File: src/rtl/pipe_adder.sv
// pipe_adder: pipelined WIDTH-bit unsigned adder/subtractor.
// Each stage adds one CHUNK-bit slice. The carry is registered between stages.
// Upper operand slices shift down one slice per stage (skew). Finished result
// slices enter at the top of the result word and shift down (deskew), so that
// slice k lands at bit position k*CHUNK when it reaches the last stage.

module pipe_adder_slice #(
    parameter int CHUNK = 8
) (
    input  logic [CHUNK-1:0] a,
    input  logic [CHUNK-1:0] b,
    input  logic             ci,
    output logic [CHUNK-1:0] s,
    output logic             co
);
    // One CHUNK-bit ripple slice; this carry chain sets the critical path.
    assign {co, s} = {1'b0, a} + {1'b0, b} + {{CHUNK{1'b0}}, ci};
endmodule

module pipe_adder #(
    parameter int WIDTH = 24,
    parameter int CHUNK = 8
) (
    input  logic             iClk,
    input  logic             iRst,
    input  logic             iValid,
    input  logic             iStall,
    input  logic [WIDTH-1:0] iA,
    input  logic [WIDTH-1:0] iB,
    input  logic             iC,
    input  logic             iSub,
    output logic             oValid,
    output logic [WIDTH-1:0] oFnc,
    output logic             oC,
    output logic             oZero
);
    localparam int STAGES = WIDTH / CHUNK;

    if (CHUNK < 1 || WIDTH < CHUNK || (WIDTH % CHUNK) != 0) begin : g_bad_params
        $error("pipe_adder: WIDTH (%0d) must be a positive multiple of CHUNK (%0d)", WIDTH, CHUNK);
    end

    // Operand B after optional inversion; subtract is A + ~B + 1.
    logic [WIDTH-1:0] b_in;
    assign b_in = iSub ? ~iB : iB;

    // Per-stage state. a/b hold the not-yet-added upper slices, shifted so the
    // next slice to add always sits in the low CHUNK bits.
    logic [WIDTH-1:0] a_q [STAGES];
    logic [WIDTH-1:0] a_d [STAGES];
    logic [WIDTH-1:0] b_q [STAGES];
    logic [WIDTH-1:0] b_d [STAGES];
    logic [WIDTH-1:0] r_q [STAGES];
    logic [WIDTH-1:0] r_d [STAGES];
    logic [STAGES-1:0] c_q, c_d;
    logic [STAGES-1:0] z_q, z_d;
    logic [STAGES-1:0] v_q, v_d;

    logic [STAGES-1:0][CHUNK-1:0] sl_a, sl_b, sl_s;
    logic [STAGES-1:0]            sl_ci, sl_co;

    for (genvar k = 0; k < STAGES; k++) begin : g_slice
        pipe_adder_slice #(.CHUNK(CHUNK)) u_slice (
            .a  (sl_a[k]),
            .b  (sl_b[k]),
            .ci (sl_ci[k]),
            .s  (sl_s[k]),
            .co (sl_co[k])
        );
    end

    // Next-state for every stage: feed slice inputs, shift operands and results.
    always_comb begin
        sl_a[0]  = iA[CHUNK-1:0];
        sl_b[0]  = b_in[CHUNK-1:0];
        sl_ci[0] = iSub | iC;
        a_d[0]   = iA >> CHUNK;
        b_d[0]   = b_in >> CHUNK;
        r_d[0]   = WIDTH'(sl_s[0]) << (WIDTH - CHUNK);
        c_d[0]   = sl_co[0];
        z_d[0]   = (sl_s[0] == '0);
        v_d[0]   = iValid;
        for (int k = 1; k < STAGES; k++) begin
            sl_a[k]  = a_q[k-1][CHUNK-1:0];
            sl_b[k]  = b_q[k-1][CHUNK-1:0];
            sl_ci[k] = c_q[k-1];
            a_d[k]   = a_q[k-1] >> CHUNK;
            b_d[k]   = b_q[k-1] >> CHUNK;
            r_d[k]   = (r_q[k-1] >> CHUNK) | (WIDTH'(sl_s[k]) << (WIDTH - CHUNK));
            c_d[k]   = sl_co[k];
            z_d[k]   = z_q[k-1] & (sl_s[k] == '0);
            v_d[k]   = v_q[k-1];
        end
    end

    // Pipeline registers: async clear, whole pipe frozen while stalled.
    always_ff @(posedge iClk or posedge iRst) begin
        if (iRst) begin
            a_q <= '{default: '0};
            b_q <= '{default: '0};
            r_q <= '{default: '0};
            c_q <= '0;
            z_q <= '0;
            v_q <= '0;
        end else if (!iStall) begin
            a_q <= a_d;
            b_q <= b_d;
            r_q <= r_d;
            c_q <= c_d;
            z_q <= z_d;
            v_q <= v_d;
        end
    end

    assign oValid = v_q[STAGES-1];
    assign oFnc   = r_q[STAGES-1];
    assign oC     = c_q[STAGES-1];
    assign oZero  = z_q[STAGES-1];
endmodule

File: config.mk
export PLATFORM = sky130hd
export DESIGN_NAME = pipe_adder
export DESIGN_NICKNAME = d
export VERILOG_FILES = /design/src/rtl/pipe_adder.sv
export SDC_FILE = /design/constraint.sdc
export NUM_CORES = 1
export LEC_CHECK = 0
export BUFFER_PORTS_ARGS = -buffer_cell sky130_fd_sc_hd__buf_2
export CAP_MARGIN = 0
export CORE_MARGIN = 2
export CORE_UTILIZATION = 51
export DETAILED_ROUTE_END_ITERATION = 12
export GPL_TIMING_DRIVEN = 0
export PLACE_DENSITY = 0.76
export SYNTH_ARGS = -nofsm -noshare
export SYNTH_HDL_FRONTEND = slang
export SYNTH_SLANG_ARGS = --single-unit
File: constraint.sdc
create_clock -name iClk -period 3.39 [get_ports iClk]
set_input_delay 0.8475 -clock iClk [delete_from_list [all_inputs] [get_ports iClk]]
set_output_delay 0.8475 -clock iClk [all_outputs]
set_load 0.005 [all_outputs]
==> impl_metrics.env <==
export IMPL_critical_path_class="input port to flop"
export IMPL_drcViolationCount=0
export IMPL_grt_setup_unrepaired="no"
export IMPL_fp_dieW_um=104
export IMPL_r2r_setup_slack_ps=890
export IMPL_grt_max_degree=46
export IMPL_grt_util_met3_pct=3.38
export IMPL_peakVddDrop_mv=0.218
export IMPL_async_flop_share_pct=100
export IMPL_crit_arrival_ps=3450
export IMPL_grtUsageMet2_pct=34.3
export IMPL_synth_cell_types=41
export IMPL_first_iter_violations=110
export IMPL_gp_congestion=0.861
export IMPL_synthTopCellsByCount="dfrtp_1, mux2_2, o21ai_0"
export IMPL_path_max_fanout=10
export IMPL_reg2regPathDepth=7
export IMPL_grt_antenna_before_repair=0
export IMPL_cp_num_buf_inv=2
export IMPL_grt_pass1_wl_um=17100
export IMPL_hpwl_um=7720
export IMPL_grt_overflow_total=0
export IMPL_syn_avg_cell_area_um2=12.1
export IMPL_timing_rr_end="z_q[1]"
export IMPL_crit_end="z_q[0]"
export IMPL_critical_path_most_common_cell="fa_1"
export IMPL_p_leak_uw=0.00270
export IMPL_max_cap_violations=0
export IMPL_r2r_start="a_q[48]"
export IMPL_hold_depth=2
export IMPL_post_route_min_period_ps=3190
export IMPL_hold_viol=0
export IMPL_start_kind="input port"
export IMPL_status="finished clean"
export IMPL_clockBufferDepth=2
export IMPL_ys_seq_area_share_pct=51.6
export IMPL_synth_most_common_cell="dfrtp_1"
export IMPL_min_period_over_period_pct=94.0
export IMPL_slew_headroom_pct=54.3
export IMPL_viasPerCell=5.31
export IMPL_slew_viol_final=0
export IMPL_synth_edf_count=0
export IMPL_required_ps=3650
export IMPL_crit_cells=10
export IMPL_root_buffer="clkbuf_8"
export IMPL_synth_seq_cells=105
export IMPL_synth_largest_area_cell="dfrtp_1"
export IMPL_place_ws_ps=-427
export IMPL_placed_area_um2=5700
export IMPL_synth_warnings=0
export IMPL_netlist_instances=422
export IMPL_crit_chain="clkbuf_2 -> clkbuf_4 -> xnor2_1 -> fa_1 -> fa_1 -> nor2b_1 -> o211ai_1 -> a21oi_1 -> o2111ai_1 -> o31ai_1"
export IMPL_fmax_mhz=314
export IMPL_clk_pin_slew_ps=90
export IMPL_track_usage_pct=20.1
export IMPL_drive_gt1_share_pct=35.1
export IMPL_die_y_um=104
export IMPL_fin_area_um2=5880
export IMPL_area_delta_synth_final_pct=15.4
export IMPL_syn_num_nets=503
export IMPL_critPathCaptureType="flop"
export IMPL_rows=36
export IMPL_crit_start="iSub"
export IMPL_setup_viol=0
export IMPL_synth_area_leaders="dfrtp_1, mux2_2, ha_1"
export IMPL_routed_wl_um=10100
export IMPL_critical_path_top_delay_family="adder cells"
export IMPL_slowest_stage="fa_1"
export IMPL_pin_count=81
export IMPL_clk_latency_ps=360
export IMPL_numCtsBuffers=9
export IMPL_vias=3465
export IMPL_final_cells=652
export IMPL_synth_area_um2=5090
export IMPL_post_place_cells=636
export IMPL_routedWlPerCell_um=15.5
export IMPL_cts_hold_buf=0
export IMPL_coreArea_um2=9730
export IMPL_postLayoutSetupSlackWorst_ps=204
export IMPL_antenna_cells_inserted=0
export IMPL_grt_pass1_vias=3532
export IMPL_use_met1_pct=25.8
export IMPL_die_area_um2=10800
export IMPL_cts_tree="done"
export IMPL_num_fill_cells=811
export IMPL_busiest_layer="met2"
export IMPL_cts_sinks=105
export IMPL_worstMarginPinSlew_ps=686
export IMPL_fin_skew_ps=6.43
export IMPL_power_density_nw_per_um2=588
export IMPL_hp_class="flop to flop"
export IMPL_drtPass1Iterations=4
export IMPL_cts_htree_levels=3
export IMPL_synth_top_area_share_pct=51.6
export IMPL_initial_core_util_pct=52.3
export IMPL_utilization_pct=60.4
export IMPL_detail_route_antenna_nets=0
export IMPL_synth_ff_type="dfrtp_1"
export IMPL_holdWs_ps=491
export IMPL_worst_path_largest_cell_delay_ps=460
export IMPL_io_buffers=79
export IMPL_layout_nets=595
==> sequential cells by signal (all words and copies together) (netlist names) <==
name / cells
a_q: 16
b_d: 8
r_q: 24
oFnc: 24
v_q: 3
a_d: 8
c_q: 3
z_q: 3
b_q: 16
==> worst min path at each step <==
stage | startpoint | end
after detailed placement | b_d[28] | b_d[28]
after floorplan | z_q[1] | z_q[1]
after global placement | r_q[44] | r_q[44]
after global routing | z_q[1] | z_q[1]
after CTS | b_d[28] | b_d[28]
final | b_d[25] | b_d[25]
==> placed cells by master, fill, tap and decap left out, drive strengths merged, types with 11 or more instances in the layout <==
| cell type | instances |
|---|---|
| a21oi | 17 |
| buf | 90 |
| clkbuf | 22 |
| dfrtp | 105 |
| ha | 21 |
| inv | 11 |
| mux2 | 69 |
| nand2 | 32 |
| nor2 | 12 |
| o21ai | 41 |
| xnor2 | 24 |
| xor2 | 14 |
==> per-layer routing <==
layer | wire (um) | up-vias
met2 | 4950 | 99
met1 | 4400 | 1667
li1 | - | 1673
met3 | 538 | 26
met4 | 234 | 0
met5 | 0 | -
==> metrics by stage <==
stage	total power, uW	setup TNS, ps
final	3460	0
after global routing	3690	0
after CTS	3490	0
after detailed placement	2790	-1170
after global placement	2720	-855
after floorplan	2410	0
==> worst min-delay path, delay by kind of cell, from the launching register on <==
| family | cells | cell delay, ps |
|---|---|---|
| flip-flops | 1 | 350 |
| AO/OA/AOI/OAI | 1 | 60 |
| AND/OR/NAND/NOR | 1 | 50 |
==> repair_timing <==
| action | CTS | global route |
|---|---|---|
| pin swaps | 0 | 0 |
| setup buffers | 0 | 0 |
| gates resized for setup | 1 | 1 |
| setup endpoints to repair | 1 | 1 |
==> area by class of cell <==
type / count / area, um2 / share of cell area, %
Tap cell: 133 / 166 / 2.83
Sequential cell: 105 / 2630 / 44.7
Clock buffer: 13 / 159 / 2.70
Inverter: 12 / 48.8 / 0.830
Timing Repair Buffer: 81 / 435 / 7.41
Multi-Input combinational cell: 287 / 2330 / 39.7
Buffer: 18 / 90.1 / 1.53
Clock inverter: 3 / 15.0 / 0.256
==> where the power goes <==
| group | internal [uW] | leakage [uW] | switching (uW) | total [uW] |
|---|---|---|---|---|
| clock network | 305 | 0.0000932 | 395 | 699 |
| registers | 1560 | 0.00126 | 175 | 1730 |
| logic | 534 | 0.00135 | 488 | 1020 |
| total | 2400 | 0.00270 | 1060 | 3460 |
==> cell families (layout without fill, tap and decap cells) <==
kind of cell	Yosys count	count (layout)	synth area share [%]
buf+inv	30	127	2.58
xor+xnor	38	38	6.54
flops	105	105	51.6
simple gates	67	67	6.04
mux	71	71	15.7
compound gates	84	84	10.1
fa+ha+maj	27	27	7.52
Note: power is estimated with default switching activity, not from simulation.
